<file path="src/rtl/dmem_pkg.sv">
// Shared definitions for the data-memory arbiter: memory window, FSM states
// and the port-index type.
package dmem_pkg;

    localparam logic [31:0] DMEM_BASE = 32'h7FF0_0000;
    localparam logic [31:0] DMEM_TOP  = 32'h7FFF_FFFF;

    typedef enum logic [1:0] {
        IDLE   = 2'd0,
        ACCESS = 2'd1,
        RESP   = 2'd2
    } state_e;

    typedef logic port_idx_t;

    localparam port_idx_t PORT0 = 1'b0;
    localparam port_idx_t PORT1 = 1'b1;

    // Unsigned inclusive range test against the data-memory window.
    function automatic logic addr_in_window(input logic [31:0] addr);
        return (addr >= DMEM_BASE) && (addr <= DMEM_TOP);
    endfunction

endpackage

</file>
<file path="src/rtl/dmem_window_check.sv">
// Combinational address-window check: high when the word address falls
// inside the data-memory window.
module dmem_window_check
    import dmem_pkg::*;
#(
    parameter int ADDR_W = 32
) (
    input  logic [ADDR_W-1:0] i_addr,
    output logic              o_in_window
);

    logic [31:0] w_addr32;

    // Normalise the address to the 32-bit window compare width.
    always_comb begin
        w_addr32    = 32'(i_addr);
        o_in_window = addr_in_window(w_addr32);
    end

endmodule

</file>
<file path="src/rtl/dmem_arbiter.sv">
// Round-robin two-port arbiter and access sequencer in front of the
// single-port data memory. One access takes IDLE -> ACCESS -> RESP.
module dmem_arbiter
    import dmem_pkg::*;
#(
    parameter int ADDR_W = 32,
    parameter int DATA_W = 32
) (
    input  logic              clk,
    input  logic              reset,
    input  logic              req0,
    input  logic              req1,
    input  logic              we0,
    input  logic              we1,
    input  logic [ADDR_W-1:0] addr0,
    input  logic [ADDR_W-1:0] addr1,
    input  logic [DATA_W-1:0] wdata0,
    input  logic [DATA_W-1:0] wdata1,
    output logic              ack0,
    output logic              ack1,
    output logic [DATA_W-1:0] rdata,
    output logic              err,
    output logic              stall0,
    output logic              mem_write,
    output logic [ADDR_W-1:0] mem_addr,
    output logic [DATA_W-1:0] mem_wdata,
    input  logic [DATA_W-1:0] mem_rdata
);

    state_e            r_state;
    state_e            w_next;
    port_idx_t         r_grant;
    port_idx_t         r_last_grant;
    port_idx_t         w_win;
    logic              w_take;
    logic              w_capture;
    logic              w_finish;
    logic              w_sel_we;
    logic [ADDR_W-1:0] w_sel_addr;
    logic [DATA_W-1:0] w_sel_wdata;
    logic              w_in_win;
    logic              r_in_win;
    logic              r_mem_write;
    logic [ADDR_W-1:0] r_mem_addr;
    logic [DATA_W-1:0] r_mem_wdata;
    logic              r_ack0;
    logic              r_ack1;
    logic [DATA_W-1:0] r_rdata;
    logic              r_err;

    // Round-robin pick: on a tie the port not served last wins.
    always_comb begin
        w_win = PORT0;
        if (req0 && req1) begin
            w_win = ~r_last_grant;
        end else if (req1) begin
            w_win = PORT1;
        end else begin
            w_win = PORT0;
        end
    end

    // Steer the winning port's request fields toward the request latch.
    always_comb begin
        w_sel_we    = we0;
        w_sel_addr  = addr0;
        w_sel_wdata = wdata0;
        if (w_win == PORT1) begin
            w_sel_we    = we1;
            w_sel_addr  = addr1;
            w_sel_wdata = wdata1;
        end else begin
            w_sel_we    = we0;
            w_sel_addr  = addr0;
            w_sel_wdata = wdata0;
        end
    end

    dmem_window_check #(
        .ADDR_W (ADDR_W)
    ) u_window (
        .i_addr      (w_sel_addr),
        .o_in_window (w_in_win)
    );

    // FSM state register.
    always_ff @(posedge clk or posedge reset) begin
        if (reset) begin
            r_state <= IDLE;
        end else begin
            r_state <= w_next;
        end
    end

    // FSM next-state and per-state control strobes.
    always_comb begin
        w_next    = r_state;
        w_take    = 1'b0;
        w_capture = 1'b0;
        w_finish  = 1'b0;
        case (r_state)
            IDLE: begin
                if (req0 || req1) begin
                    w_next = ACCESS;
                    w_take = 1'b1;
                end else begin
                    w_next = IDLE;
                end
            end
            ACCESS: begin
                w_next    = RESP;
                w_capture = 1'b1;
            end
            RESP: begin
                w_next   = IDLE;
                w_finish = 1'b1;
            end
            default: begin
                w_next = IDLE;
            end
        endcase
    end

    // Request latch, memory drive (non-zero only during ACCESS), response
    // register, completion pulses and round-robin pointer.
    always_ff @(posedge clk or posedge reset) begin
        if (reset) begin
            r_grant      <= PORT0;
            r_last_grant <= PORT1;
            r_in_win     <= 1'b0;
            r_mem_write  <= 1'b0;
            r_mem_addr   <= '0;
            r_mem_wdata  <= '0;
            r_ack0       <= 1'b0;
            r_ack1       <= 1'b0;
            r_rdata      <= '0;
            r_err        <= 1'b0;
        end else begin
            if (w_take) begin
                r_grant     <= w_win;
                r_in_win    <= w_in_win;
                r_mem_write <= w_sel_we & w_in_win;
                r_mem_addr  <= w_sel_addr;
                r_mem_wdata <= w_sel_wdata;
            end else begin
                r_mem_write <= 1'b0;
                r_mem_addr  <= '0;
                r_mem_wdata <= '0;
            end
            r_ack0 <= w_capture & (r_grant == PORT0);
            r_ack1 <= w_capture & (r_grant == PORT1);
            if (w_capture) begin
                r_rdata <= r_in_win ? mem_rdata : '0;
                r_err   <= ~r_in_win;
            end else begin
                r_rdata <= r_rdata;
                r_err   <= r_err;
            end
            if (w_finish) begin
                r_last_grant <= r_grant;
            end else begin
                r_last_grant <= r_last_grant;
            end
        end
    end

    assign ack0      = r_ack0;
    assign ack1      = r_ack1;
    assign rdata     = r_rdata;
    assign err       = r_err;
    assign mem_write = r_mem_write;
    assign mem_addr  = r_mem_addr;
    assign mem_wdata = r_mem_wdata;
    assign stall0    = req0 & ~r_ack0;

endmodule

</file>
<file path="config.mk">
export PLATFORM = sky130hd
export DESIGN_NAME = dmem_arbiter
export DESIGN_NICKNAME = d
export VERILOG_FILES = /design/src/rtl/dmem_pkg.sv /design/src/rtl/dmem_window_check.sv /design/src/rtl/dmem_arbiter.sv
export SDC_FILE = /design/constraint.sdc
export NUM_CORES = 1
export LEC_CHECK = 0
export ABC_CLOCK_PERIOD_IN_PS = 4550
export CAP_MARGIN = 15
export CORE_ASPECT_RATIO = 0.8
export CORE_MARGIN = 8
export CORE_UTILIZATION = 25
export CTS_CLUSTER_DIAMETER = 80
export DETAILED_ROUTE_END_ITERATION = 7
export GPL_TIMING_DRIVEN = 1
export HOLD_SLACK_MARGIN = 0.15
export PLACE_DENSITY = 0.69
export SLEW_MARGIN = 5
export SYNTH_ARGS = -nofsm -noshare
export SYNTH_HDL_FRONTEND = slang
export SYNTH_SLANG_ARGS = --single-unit
</file>
<file path="constraint.sdc">
create_clock -name clk -period 4.55 [get_ports clk]
set_clock_uncertainty 0.15 [all_clocks]
set_input_delay 0.6825 -clock clk [delete_from_list [all_inputs] [get_ports clk]]
set_output_delay 0.6825 -clock clk [all_outputs]
set_load 0.005 [all_outputs]
</file>
Word-level counts from Yosys, hierarchy flattened
Cells that the tools add are included.
Widths: inputs -> output; s select.
{"block": "op_classes", "magnitude_cmp": 2, "n_eq_ne": 2, "n_mux": 15, "bitwise_logic": 8, "reduce_logical": 4}
{"operator": "$mux 32", "count": 5}
{"operator": "$ge 32x31->1 const B", "count": 1}
{"operator": "$le 32x31->1 const B", "count": 1}
{"operator": "$mux 1", "count": 9}
{"operator": "$and 1x1->1", "count": 4}
{"operator": "$not 1->1", "count": 4}
{"operator": "$pmux 2 s2", "count": 1}
{"operator": "$eq 2x1->1 const B", "count": 1}
{"operator": "$eq 2x2->1 const B", "count": 1}
{"operator": "$logic_and 1x1->1", "count": 2}
{"operator": "$logic_not 2->1", "count": 1}
{"operator": "$logic_or 1x1->1", "count": 1}
{"block": "totals", "ff_bits": 105, "inputBits": 166, "elab_cells": 42}

Longest topological paths before layout
Gate-level depths: netlist of run 1.
{"block": "depth", "word_depth": 7, "mapped_depth": 6, "mapped_depth_nobuf": 5}

Modules after synthesis
Synthesis of run 1 repeated with hierarchy kept, for this count alone.
{"block": "unflattened", "hier_cells": 414, "hier_area_um2": 4317.9}
{"mod": "dmem_arbiter", "instances": 1, "cells_each": 410, "area_per_inst_um2": 4286.6, "seq_area_each_um2": 2628.8}
{"mod": "dmem_window_check", "instances": 1, "cells_each": 4, "area_per_inst_um2": 31.3, "seq_area_each_um2": 0.0}

Worst setup path after synthesis of run 1
Ideal clock, no wire load.
{"block": "synth_timing", "path_type": "input -> register", "from": "in req1", "to": "reg r_mem_write (netlist: mem_write)", "t_arrival_ns": 1.639, "setup_slack_ns": 2.681, "path_stages": 5, "cell_sequence": "a21bo_2 buf_2 nand2_1 a2111o_1 nor3_2"}
{"block": "synth_via", "elab_chain_len": 7, "elab_cells_between_ends": 13, "cone_classes": "order compare: 2; mux: 7; bitwise: 1; reduce/logical: 3"}
{"item": "start, declared", "line_no": "dmem_arbiter.sv:12", "text": "input logic req1,"}
{"item": "$mux 1 / $logic_and 1x1->1 (equally long branches)", "line_no": "dmem_arbiter.sv:56, dmem_arbiter.sv:54"}
{"item": "$mux 1", "line_no": "dmem_arbiter.sv:54", "text": "if (req0 && req1) begin"}
{"item": "$mux 32", "line_no": "dmem_arbiter.sv:68", "text": "if (w_win == PORT1) begin"}
{"item": "$ge 32x31->1 / $le 32x31->1 (equally long branches)", "line_no": "dmem_pkg.sv:21", "text": "return (addr >= DMEM_BASE) && (addr <= DMEM_TOP);"}
{"item": "$logic_and 1x1->1", "line_no": "dmem_pkg.sv:21"}
{"item": "$and 1x1->1", "line_no": "dmem_arbiter.sv:142", "text": "r_mem_write <= w_sel_we & w_in_win;"}
{"item": "$mux 1 *", "line_no": "dmem_arbiter.sv:139", "text": "if (w_take) begin"}
{"item": "end signal, assigned", "line_no": "dmem_arbiter.sv:142"}
{"item": "end, declared", "line_no": "dmem_arbiter.sv:43", "text": "logic r_mem_write;"}
Every way passes the cells marked *; elsewhere a longest branch is shown, timed or not.
A chain may end at the register's enable or synchronous reset.

Worst setup path after layout of run 1
{"block": "layout_timing", "from": "in req0", "to": "out stall0"}
{"block": "layout_via", "elab_chain_len": 1}
{"item": "start, declared", "line_no": "dmem_arbiter.sv:11", "text": "input logic req0,"}
{"item": "$and 1x1->1", "line_no": "dmem_arbiter.sv:174", "text": "assign stall0 = req0 & ~r_ack0;"}
{"item": "end, declared", "line_no": "dmem_arbiter.sv:23", "text": "output logic stall0,"}
No other way between the ends.

==> key figures, run 1 <==
Run status
  – Status: finished, final reports clean

STA
  – Worst slew margin: 26.9%
  – Total negative slack: 0 ps
  – Hold Vio Cnt, Final: 0
  – Period utilisation layout: 63.0%
  – Hold Slack: 271 ps
  – Fin. max-slew vios: 0
  – Finish-stage setup viols: 0
  – Tightest Pin Transition: 1100 ps
  – RSZ-0062 raised after global routing: false
  – Max Freq: 349 MHz
  – Post-layout min period: 2870 ps

Die
  – Initial Util: 25.2%
  – # IOs: 267
  – Core Box Area: 16,400 µm²
  – Die W: 160 µm
  – Die area: 20,900 µm²
  – Rows: 42
  – Die Ht: 131 µm

Route
  – Vias/cell: 4.26
  – DRC errors left: 0
  – Via count: 3,958
  – Antenna viol nets, final: 0
  – Routed WL: 15,400 µm
  – Iter 0 DRT Violations: 196
  – DR pass1 iterations: 4
  – DR WL/cell: 16.6 µm

Clocking
  – Num CTS Buffers: 9
  – Root Driver: clkbuf_16
  – CTS clock-pin slew for the worst setup and hold paths: 80 ps
  – Postcts setup bufs: 0
  – CTS Buffer Depth: 2
  – Worst skew pair latency: 350 ps
  – Post-CTS Resized: 0
  – Cts-stage hold buffer count: 0
  – CTS tree: built
  – Clock sink count: 105
  – H-tree levels: 3

Critical path
  – Max FO, Critical Path: 4
  – Critical path arrival: 2030 ps
  – Critical Path Max Stage Delay: 640 ps
  – Cell mode on critical path: clkdlybuf4s50_1
  – Crit path max-delay cell type: clkdlybuf4s50_1
  – Worst setup SP type: input pin
  – Worst endpoint required time: 3720 ps
  – WS Path Type: in -> out
  – CP Cell Sequence: clkdlybuf4s50_1, nor2b_1, clkdlybuf4s50_1
  – Crit end category: primary output

Logic synthesis
  – Syn Std Cell Area: 4140 µm²
  – Post-synthesis cell count: 451
  – Synthesized Nets: 617
  – Post-synthesis sequential area ratio: 63.6%
  – Netlist cell types: 25
  – Total number of yosys warnings: 0
  – Syn_area_per_cell: 9.17 µm²
  – Yosys reg bits: 105

Global routing
  – Pin count of the biggest net entering global routing: 57
  – Vias in the first global route: 4,195
  – Initial antenna violation count: 0
  – First-pass GRT wire length: 23,900 µm
  – All-Layer GR Usage: 14.6%
  – Global route total overflow: 0

Power and ir drop
  – Power Density: 400 nW/µm²
  – Leakage: 3.30 nW
  – Overall power: 2.94 mW
  – Worst VDD drop: 0.000194 V

Job
  – Max-Cap Viols: 0

Finish
  – Fin nets: 871
  – Ant. Diodes: 0
  – Layout overhead on the synthesized area: 77.4%
  – Layout cell share with drive strength beyond 1: 4.23%

Placement
  – # port buffers: 266
  – Hpwl dp: 11,600 µm
  – GPL Wtd Cong: 0.785

Hold path
  – Worst Hold Class: reg -> reg
## flip-flops by register name, indices dropped and copies added (netlist names)
name          count
ack0              1
ack1              1
err               1
mem_addr         32
mem_wdata        32
mem_write         1
r_grant           1
r_in_win          1
r_last_grant      1
r_state           2
rdata            32
## through the flow
stage | instances | worst slack [ps] | area [µm²] | utilization [%]
final | 930 | 1680 | 7340 | 44.8
after floorplan | 451 | 959 | 4140 | -
after CTS | 930 | 1680 | 7340 | 44.8
after global placement | 914 | 1530 | 7060 | 43.1
after global routing | 930 | 1620 | 7340 | 44.8
after detailed placement | 914 | 1490 | 7060 | 43.1
## final timing paths
path | start | end | slack [ps] | cells past startpoint
max in group asynchronous | reset | r_last_grant | 2880 | 3
hold reg to reg | r_grant | ack0 | 270 | 1
hold / removal | r_grant | ack0 | 270 | 1
min in group asynchronous | reset | mem_wdata[24] | 620 | 2
setup / recovery | req0 | stall0 | 1680 | 3
setup reg to reg | r_last_grant | r_in_win | 2350 | 5
## logic make-up after synthesis
logic type,after synthesis,synth area share [%]
flops,105,63.6
buf+inv,36,3.39
compound gates,70,9.01
simple gates,235,22.8
mux,5,1.24
## report_power, final
group | switching (mW) | internal, mW
registers | 0.0582 | 1.11
logic | 0.511 | 0.511
clock network | 0.367 | 0.379
total | 0.937 | 2.00
## per-layer routing
metal,vias to the layer above,track usage (%),wire (µm)
met1,1815,17.8,6590
met4,0,4.55,249
met3,14,6.37,1510
li1,1954,-,-
met5,-,0,0
met2,175,23.2,7050
## Yosys cell counts
master	count	share of area [%]
nand2_1	188	17
dfrtp_1	104	63
a21oi_1	60	7.3
nand3_1	34	4.1
clkbuf_1	23	2.1
buf_1	6	0.54
nor2_1	6	0.54
inv_1	5	0.45
mux2i_1	4	0.97
o21ai_0	4	0.48
nand4_1	2	0.30
nor3_1	2	0.24
a2111o_1	1	0.27
a21bo_2	1	0.24
a21boi_2	1	0.27
and2_1	1	0.15
buf_2	1	0.12
buf_4	1	0.18
dfstp_2	1	0.64
mux2_2	1	0.27
nor2b_1	1	0.15
nor3_2	1	0.24
o211ai_1	1	0.18
o21ai_1	1	0.12
o31ai_1	1	0.18
## placed cells by master (no fill, tap or decap), types with 2 or more instances in the layout
master / n
nand3_1: 34
a21oi_1: 60
nor2_1: 6
buf_4: 6
nand2_1: 188
nor3_1: 2
dfrtp_1: 104
o21ai_0: 3
clkbuf_16: 9
nand4_1: 2
mux2i_1: 4
clkinvlp_4: 3
buf_12: 2
inv_1: 4
clkdlybuf4s50_1: 266
## critical path, delay by kind of cell
family,cells,cell delay (ps)
buffers and inverters,2,1160
and+or+nand+nor,1,200
## layout make-up
type                    count  area [µm²]
fillers                  1569        9060
repair buffers            274        2750
flip-flops and latches    105        2630
multi-input cells         310        1390
well taps                 220         275
clock buffers              10         229
clock inverters             6        51.3
inverters                   5        21.3
Note: power is estimated with default switching activity, not from simulation.
==> run 2: changes to the inputs <==
- ABC_CLOCK_PERIOD_IN_PS: 4550 -> 2900
- clock period: 4.55 -> 2.9 ns (I/O delays scaled with it)
==> run 2 against run 1 <==
Compared with the run above:
- register-to-register slack worse by 1400 ps
- wire length grew 2.3%
- final cell count is 0.32% higher
- via count increased by 2.6%
- clock power increased by 58%
- largest cell class unchanged
- critical path depth is the same
- largest power group unchanged
- sequential power increased by 57%
- critical endpoint unchanged
- power increased by 59%
==> key figures, run 2 (same netlist as run 1, synthesis figures left out) <==
Power and ir drop
  – Overall power: 4.66 mW
  – Worst VDD drop: 0.000289 V
  – Leakage: 3.32 nW
  – Power Density: 632 nW/µm²

Finish
  – Ant. Diodes: 0
  – Final Util: 45.0%
  – Commonest non-fill, non-tap cell in the layout: clkdlybuf4s50_1
  – Layout overhead on the synthesized area: 78.2%
  – Fin nets: 874
  – Layout cell share with drive strength beyond 1: 4.77%
  – Most frequent cells in the layout: clkdlybuf4s50_1, nand2_1, dfrtp_1

Clocking
  – CTS Buffer Depth: 2
  – Postcts setup bufs: 0
  – Root Driver: clkbuf_16
  – Clock sink count: 105
  – Post-CTS Resized: 0
  – Num CTS Buffers: 9
  – Cts-stage hold buffer count: 0
  – CTS clock-pin slew for the worst setup and hold paths: 70 ps
  – Worst skew pair latency: 350 ps
  – H-tree levels: 3
  – CTS tree: built

STA
  – RSZ-0062 raised after global routing: false
  – Post-layout min period: 2450 ps
  – Tightest Pin Transition: 575 ps
  – Hold Slack: 277 ps
  – Period utilisation layout: 84.5%
  – Max Freq: 408 MHz
  – Fin. max-slew vios: 0
  – Hold Vio Cnt, Final: 0
  – Total negative slack: 0 ps
  – Finish-stage setup viols: 0
  – Worst slew margin: 61.5%

Placement
  – # port buffers: 266
  – Hpwl dp: 11,800 µm
  – GPL Wtd Cong: 0.829

Route
  – Via count: 4,059
  – DR WL/cell: 16.9 µm
  – DR pass1 iterations: 4
  – Antenna viol nets, final: 0
  – Iter 0 DRT Violations: 197
  – DRC errors left: 0
  – Routed WL: 15,800 µm
  – Vias/cell: 4.35

Global routing
  – Initial antenna violation count: 1
  – First-pass GRT wire length: 24,700 µm
  – Pin count of the biggest net entering global routing: 106
  – Global route total overflow: 0
  – All-Layer GR Usage: 15.1%
  – Vias in the first global route: 4,235

Die
  – Die W: 160 µm
  – Die Ht: 131 µm
  – Die area: 20,900 µm²
  – Core Box Area: 16,400 µm²
  – Initial Util: 25.2%
  – Rows: 42
  – # IOs: 267

Hold path
  – Worst Hold Class: reg -> reg
  – Critical hold path startpoint: r_grant

Critical path
  – Max FO, Critical Path: 4
  – Crit end category: primary output
  – Worst endpoint required time: 2320 ps
  – Critical path arrival: 1870 ps
  – Worst setup SP type: input pin
  – WS Path Type: in -> out
  – Reg-to-Reg Start: r_last_grant
  – Launch point of the worst path: req0

Job
  – Max-Cap Viols: 0

Run status
  – Status: finished, final reports clean
-- run 2: cell types whose count changed in the layout (fill, tap and decap cells not counted) --
cell and delta:
clkbuf_8 +1, clkbuf_1 -1, inv_8 -1, inv_6 +1, inv_4 -1, buf_4 +3
clkinv_4 +1
-- run 2: stage by stage --
stage          area, µm²  worst slack [ps]  std cells
2_1_floorplan       4140              1060        451
3_3_place_gp        7080               428        917
3_5_place_dp        7080               410        917
4_1_cts             7370               423        933
5_1_grt             7370               405        933
6_report            7370               449        933
-- run 2: critical path: stages --
cell	delay (ps)
clkdlybuf4s50_1	620
nor2b_1	230
clkdlybuf4s50_1	580
-- run 2: where the power goes --
group	total (mW)	leakage, nW	internal, mW	switching, mW
clock network	1.18	0.136	0.616	0.569
logic	1.64	1.77	0.829	0.809
registers	1.84	1.41	1.74	0.0920
total	4.66	3.32	3.19	1.47
-- run 2: worst paths after layout --
kind | end | slack, ps | cells after the start
max | stall0 | 450 | 3
min | ack0 | 280 | 1
max reg2reg | mem_write | 1000 | 4
min reg2reg | ack0 | 280 | 1
max in group asynchronous | mem_addr[23] | 1710 | 3
min in group asynchronous | mem_wdata[19] | 450 | 3
-- run 2: metal layers --
layer / wire length, µm / track usage, % / vias up / share of wire (%)
met3: 1380 / 6.52 / 18 / 8.7
li1: - / - / 1966 / -
met5: 17 / 0 / - / 0.11
met1: 6600 / 17.9 / 1901 / 42
met2: 7530 / 24.8 / 172 / 48
met4: 240 / 4.44 / 2 / 1.5
-- run 2: area by class of cell --
cell class / count / area, µm²
Clock buffer: 10 / 239
Clock inverter: 6 / 50.0
Fill cell: 1578 / 9020
Inverter: 5 / 22.5
Multi-Input combinational cell: 310 / 1390
Sequential cell: 105 / 2630
Tap cell: 220 / 275
Timing Repair Buffer: 277 / 2770
==> run 3: changes to the inputs <==
- ABC_CLOCK_PERIOD_IN_PS: 2900 -> 2250
- PLACE_DENSITY: 0.69 -> 0.71
- clock period: 2.9 -> 2.25 ns (I/O delays scaled with it)
==> run 3 against run 2 <==
Compared with the run above:
- critical path depth unchanged
- sequential power up 29%
- non-clock buffer count up 4
- global-route usage down 0.31 points
- sequential share of layout area down 0.18 points
- first-iteration DRC count up 29%
- final area up 0.51%
- count of clock-buffer cells in the layout unchanged
- combinational power up 29%
- flip-flop and latch count unchanged
==> key figures, run 3 (same netlist as run 1, synthesis figures left out) <==
Run status
  – Status: finished, final reports clean

Placement
  – Placed cell areas: 7140 µm²
  – GPL Wtd Cong: 0.773
  – Hpwl dp: 11,800 µm
  – # port buffers: 266

Finish
  – Commonest non-fill, non-tap cell in the layout: clkdlybuf4s50_1
  – Final instance area: 7410 µm²
  – Layout overhead on the synthesized area: 79.1%
  – Layout cell share with drive strength beyond 1: 5.16%
  – Fin nets: 878
  – Fillers: 1,596
  – Ant. Diodes: 0
  – Most frequent cells in the layout: clkdlybuf4s50_1, nand2_1, dfrtp_1

Route
  – Iter 0 DRT Violations: 254
  – DR pass1 iterations: 4
  – Via count: 4,059
  – Vias/cell: 4.33
  – Antenna viol nets, final: 0
  – DRC errors left: 0
  – Routed WL: 15,500 µm
  – DR WL/cell: 16.5 µm

Power and ir drop
  – Leakage: 3.34 nW
  – Power Density: 805 nW/µm²
  – Worst VDD drop: 0.000364 V

Clocking
  – Num CTS Buffers: 9
  – Post-CTS Resized: 0
  – Root Driver: clkbuf_16
  – Clock sink count: 105
  – CTS tree: built
  – CTS clock-pin slew for the worst setup and hold paths: 70 ps
  – Worst skew pair latency: 340 ps
  – Postcts setup bufs: 0
  – CTS Buffer Depth: 2
  – Cts-stage hold buffer count: 0
  – H-tree levels: 3

Hold path
  – Worst Hold Class: reg -> reg
  – Worst hold stages: 1

Die
  – Die W: 160 µm
  – Core Box Area: 16,400 µm²
  – Die Ht: 131 µm
  – Initial Util: 25.2%
  – Die area: 20,900 µm²
  – Rows: 42
  – # IOs: 267

STA
  – Max Freq: 461 MHz
  – Fin. max-slew vios: 0
  – Hold Vio Cnt, Final: 0
  – RSZ-0062 raised after global routing: false
  – Post-layout min period: 2170 ps
  – Worst slew margin: 71.1%
  – Hold Slack: 267 ps
  – Tightest Pin Transition: 433 ps
  – Period utilisation layout: 96.5%
  – Finish-stage setup viols: 0

Critical path
  – Critical path arrival: 1680 ps
  – Worst setup SP type: input pin
  – R2r worst-path depth: 6
  – Worst endpoint required time: 1760 ps
  – Max FO, Critical Path: 4
  – Crit end category: primary output
  – WS Path Type: in -> out

Global routing
  – Initial antenna violation count: 1
  – Global route total overflow: 0
  – Pin count of the biggest net entering global routing: 79
  – Vias in the first global route: 4,250
  – First-pass GRT wire length: 24,200 µm
  – All-Layer GR Usage: 14.8%

Job
  – Max-Cap Viols: 0
## run 3: critical path, cell delays in order
cell	delay, ps
clkdlybuf4s50_1	630
nor2b_1	190
clkdlybuf4s50_1	520
## run 3: final cells by class
cell class	instances	area, µm²	share of cell area [%]
Clock inverter	6	42.5	0.574
Tap cell	220	275	3.71
Timing Repair Buffer	281	2830	38.1
Sequential cell	105	2630	35.5
Clock buffer	10	229	3.09
Inverter	5	22.5	0.304
Multi-Input combinational cell	310	1390	18.7
## run 3: power by group
group | internal, mW | switching [mW]
clock | 0.754 | 0.715
combinational | 1.08 | 1.04
sequential | 2.25 | 0.124
total | 4.09 | 1.88
## run 3: final timing paths
kind                       slack (ps)             to         start
max                                80         stall0          req0
min                               270           ack0       r_grant
max reg2reg                       470      mem_write  r_last_grant
min reg2reg                       270           ack0       r_grant
max in group asynchronous        1280   r_last_grant         reset
min in group asynchronous         310  mem_wdata[27]         reset
## run 3: metal layers
layer | wire (µm) | global-route usage (%)
met4 | 256 | 4.66
met5 | 13 | 0
met1 | 6400 | 17.7
met3 | 1470 | 6.62
met2 | 7350 | 23.8
## run 3: per-stage QoR
step / setup TNS, ps / power [mW] / utilization, % / cells / worst slack [ps]
floorplan: 0 / 3.18 / - / 451 / 504
global placement: 0 / 4.56 / 43.5 / 921 / 17.8
detailed placement: -7.05 / 4.57 / 43.5 / 921 / -7.05
CTS: 0 / 6.08 / 45.2 / 937 / 91.8
global route: 0 / 6.37 / 45.2 / 937 / 38.4
finish: 0 / 5.96 / 45.2 / 937 / 78.7
==> edit, RTL diff (config.mk and constraints of run 2) <==
The 3 states of `state_e` get a one-hot encoding in 3 bits.
--- a/src/rtl/dmem_pkg.sv
+++ b/src/rtl/dmem_pkg.sv
@@ -5,10 +5,10 @@
     localparam logic [31:0] DMEM_BASE = 32'h7FF0_0000;
     localparam logic [31:0] DMEM_TOP  = 32'h7FFF_FFFF;
 
-    typedef enum logic [1:0] {
-        IDLE   = 2'd0,
-        ACCESS = 2'd1,
-        RESP   = 2'd2
+    typedef enum logic [2:0] {
+        IDLE   = 3'b001,
+        ACCESS = 3'b010,
+        RESP   = 3'b100
     } state_e;
 
     typedef logic port_idx_t;
Function: no difference found for any inputs over 10 cycles, from zero or initial values and one cycle with reset high; not proved beyond that.
==> edit against run 2 <==
- power up 4.1%
- design area rose by 0.48%
- setup slack gained 0.11 ns
- die area up 0.54%
- sequential cell count increased by 1
- count of clock-buffer cells in the layout stayed put
- synthesized area rose by 0.60%
- highest routed layer is now met4
- wire length grew 0.62%
- critical path depth did not move
==> edit: results <==
{
  "drive_above_1_share_pct": 4.31,
  "synth_area_leaders": "dfrtp_1, nand2_1, a21oi_1",
  "track_usage_pct": 15.4,
  "met3_usage_pct": 8.40,
  "hold-path-endpoint": "rdata[17]$_DFFE_PP0P_",
  "ir_drop_mv": 0.406,
  "worst-slew-pin-transition_ns": 0.856,
  "grt_pass1_wl_mm": 25.6,
  "sequentialPower_mw": 1.91,
  "routedWlPerCell_um": 16.9,
  "clockRootBuffer": "clkbuf_16",
  "synth_nets": 625,
  "grt_max_degree": 107,
  "routed_via_density": 4.38,
  "ff2ff_path_depth": 5,
  "holdPathStages": 2,
  "cp.arrival_ns": 1.75,
  "finalWeightedCongestion": 0.772,
  "p_switching_mw": 1.49,
  "synth_common_cells": "nand2_1, dfrtp_1, a21oi_1",
  "antenna_found_initial": 2,
  "reg2reg_to": "mem_wdata[28]$_DFF_PP0_",
  "wl_met3_mm": 1.94,
  "met1_length_mm": 6.38,
  "dr.max_layer_used": "met4",
  "drt_iter0_markers": 247,
  "use_met2_pct": 24.0,
  "dpl_cell_area_um2": 7090,
  "r2r_slack_ns": 0.87,
  "fin_nets": 880,
  "dp_hpwl_mm": 11.7,
  "wl_met2_mm": 7.25,
  "outcome": "completed",
  "yosys.cell_types.count": 21,
  "yosysSeqAreaShare_pct": 63.8,
  "drtPass1Iterations": 5,
  "grt_pass1_vias": 4513,
  "async_flop_share_pct": 100
}
edit: worst min-delay path, delay by kind of cell, from the launching register on:
kind | cells | cell delay (ns)
AND/OR/NAND/NOR | 2 | 0.10
flip-flops | 1 | 0.35
edit: kinds of logic after synthesis:
family | count (synthesis) | share of synthesized area, %
AO/OA/AOI/OAI | 71 | 8.90
buffers and inverters | 34 | 3.07
flip-flops | 106 | 63.8
multiplexers | 1 | 0.271
AND/OR/NAND/NOR | 247 | 24.0
edit: worst max-delay path by stage:
stage | start | to | slack [ns] | cells past startpoint
6_report | req0 | stall0 | 0.56 | 3
5_1_grt | req0 | stall0 | 0.49 | 3
4_1_cts | req0 | stall0 | 0.54 | 3
3_5_place_dp | req0 | mem_wdata[28]$_DFF_PP0_ | 0.35 | 6
3_3_place_gp | req0 | mem_addr[9]$_DFF_PP0_ | 0.45 | 6
2_1_floorplan | reset | ack0$_DFF_PP0_ | 1.04 | 1
edit: stage by stage:
stage | hold WS, ns | instances | total power [mW] | util (%) | setup WS, ns
after global routing | 0.337 | 941 | 5.18 | 45.2 | 0.486
after floorplan | 0.286 | 459 | 2.51 | - | 1.04
after CTS | 0.323 | 939 | 4.95 | 45.1 | 0.538
final | 0.319 | 941 | 4.85 | 45.2 | 0.564
after global placement | 0.299 | 923 | 3.59 | 43.2 | 0.450
after detailed placement | 0.305 | 923 | 3.61 | 43.2 | 0.354
edit: area by class of cell:
type / instances / area, µm²
Fill cell: 1593 / 8990
Clock inverter: 6 / 72.6
Antenna cell: 2 / 5.00
Clock buffer: 10 / 239
Multi-Input combinational cell: 319 / 1390
Tap cell: 220 / 275
Sequential cell: 106 / 2660
Timing Repair Buffer: 275 / 2760
Inverter: 3 / 15.0
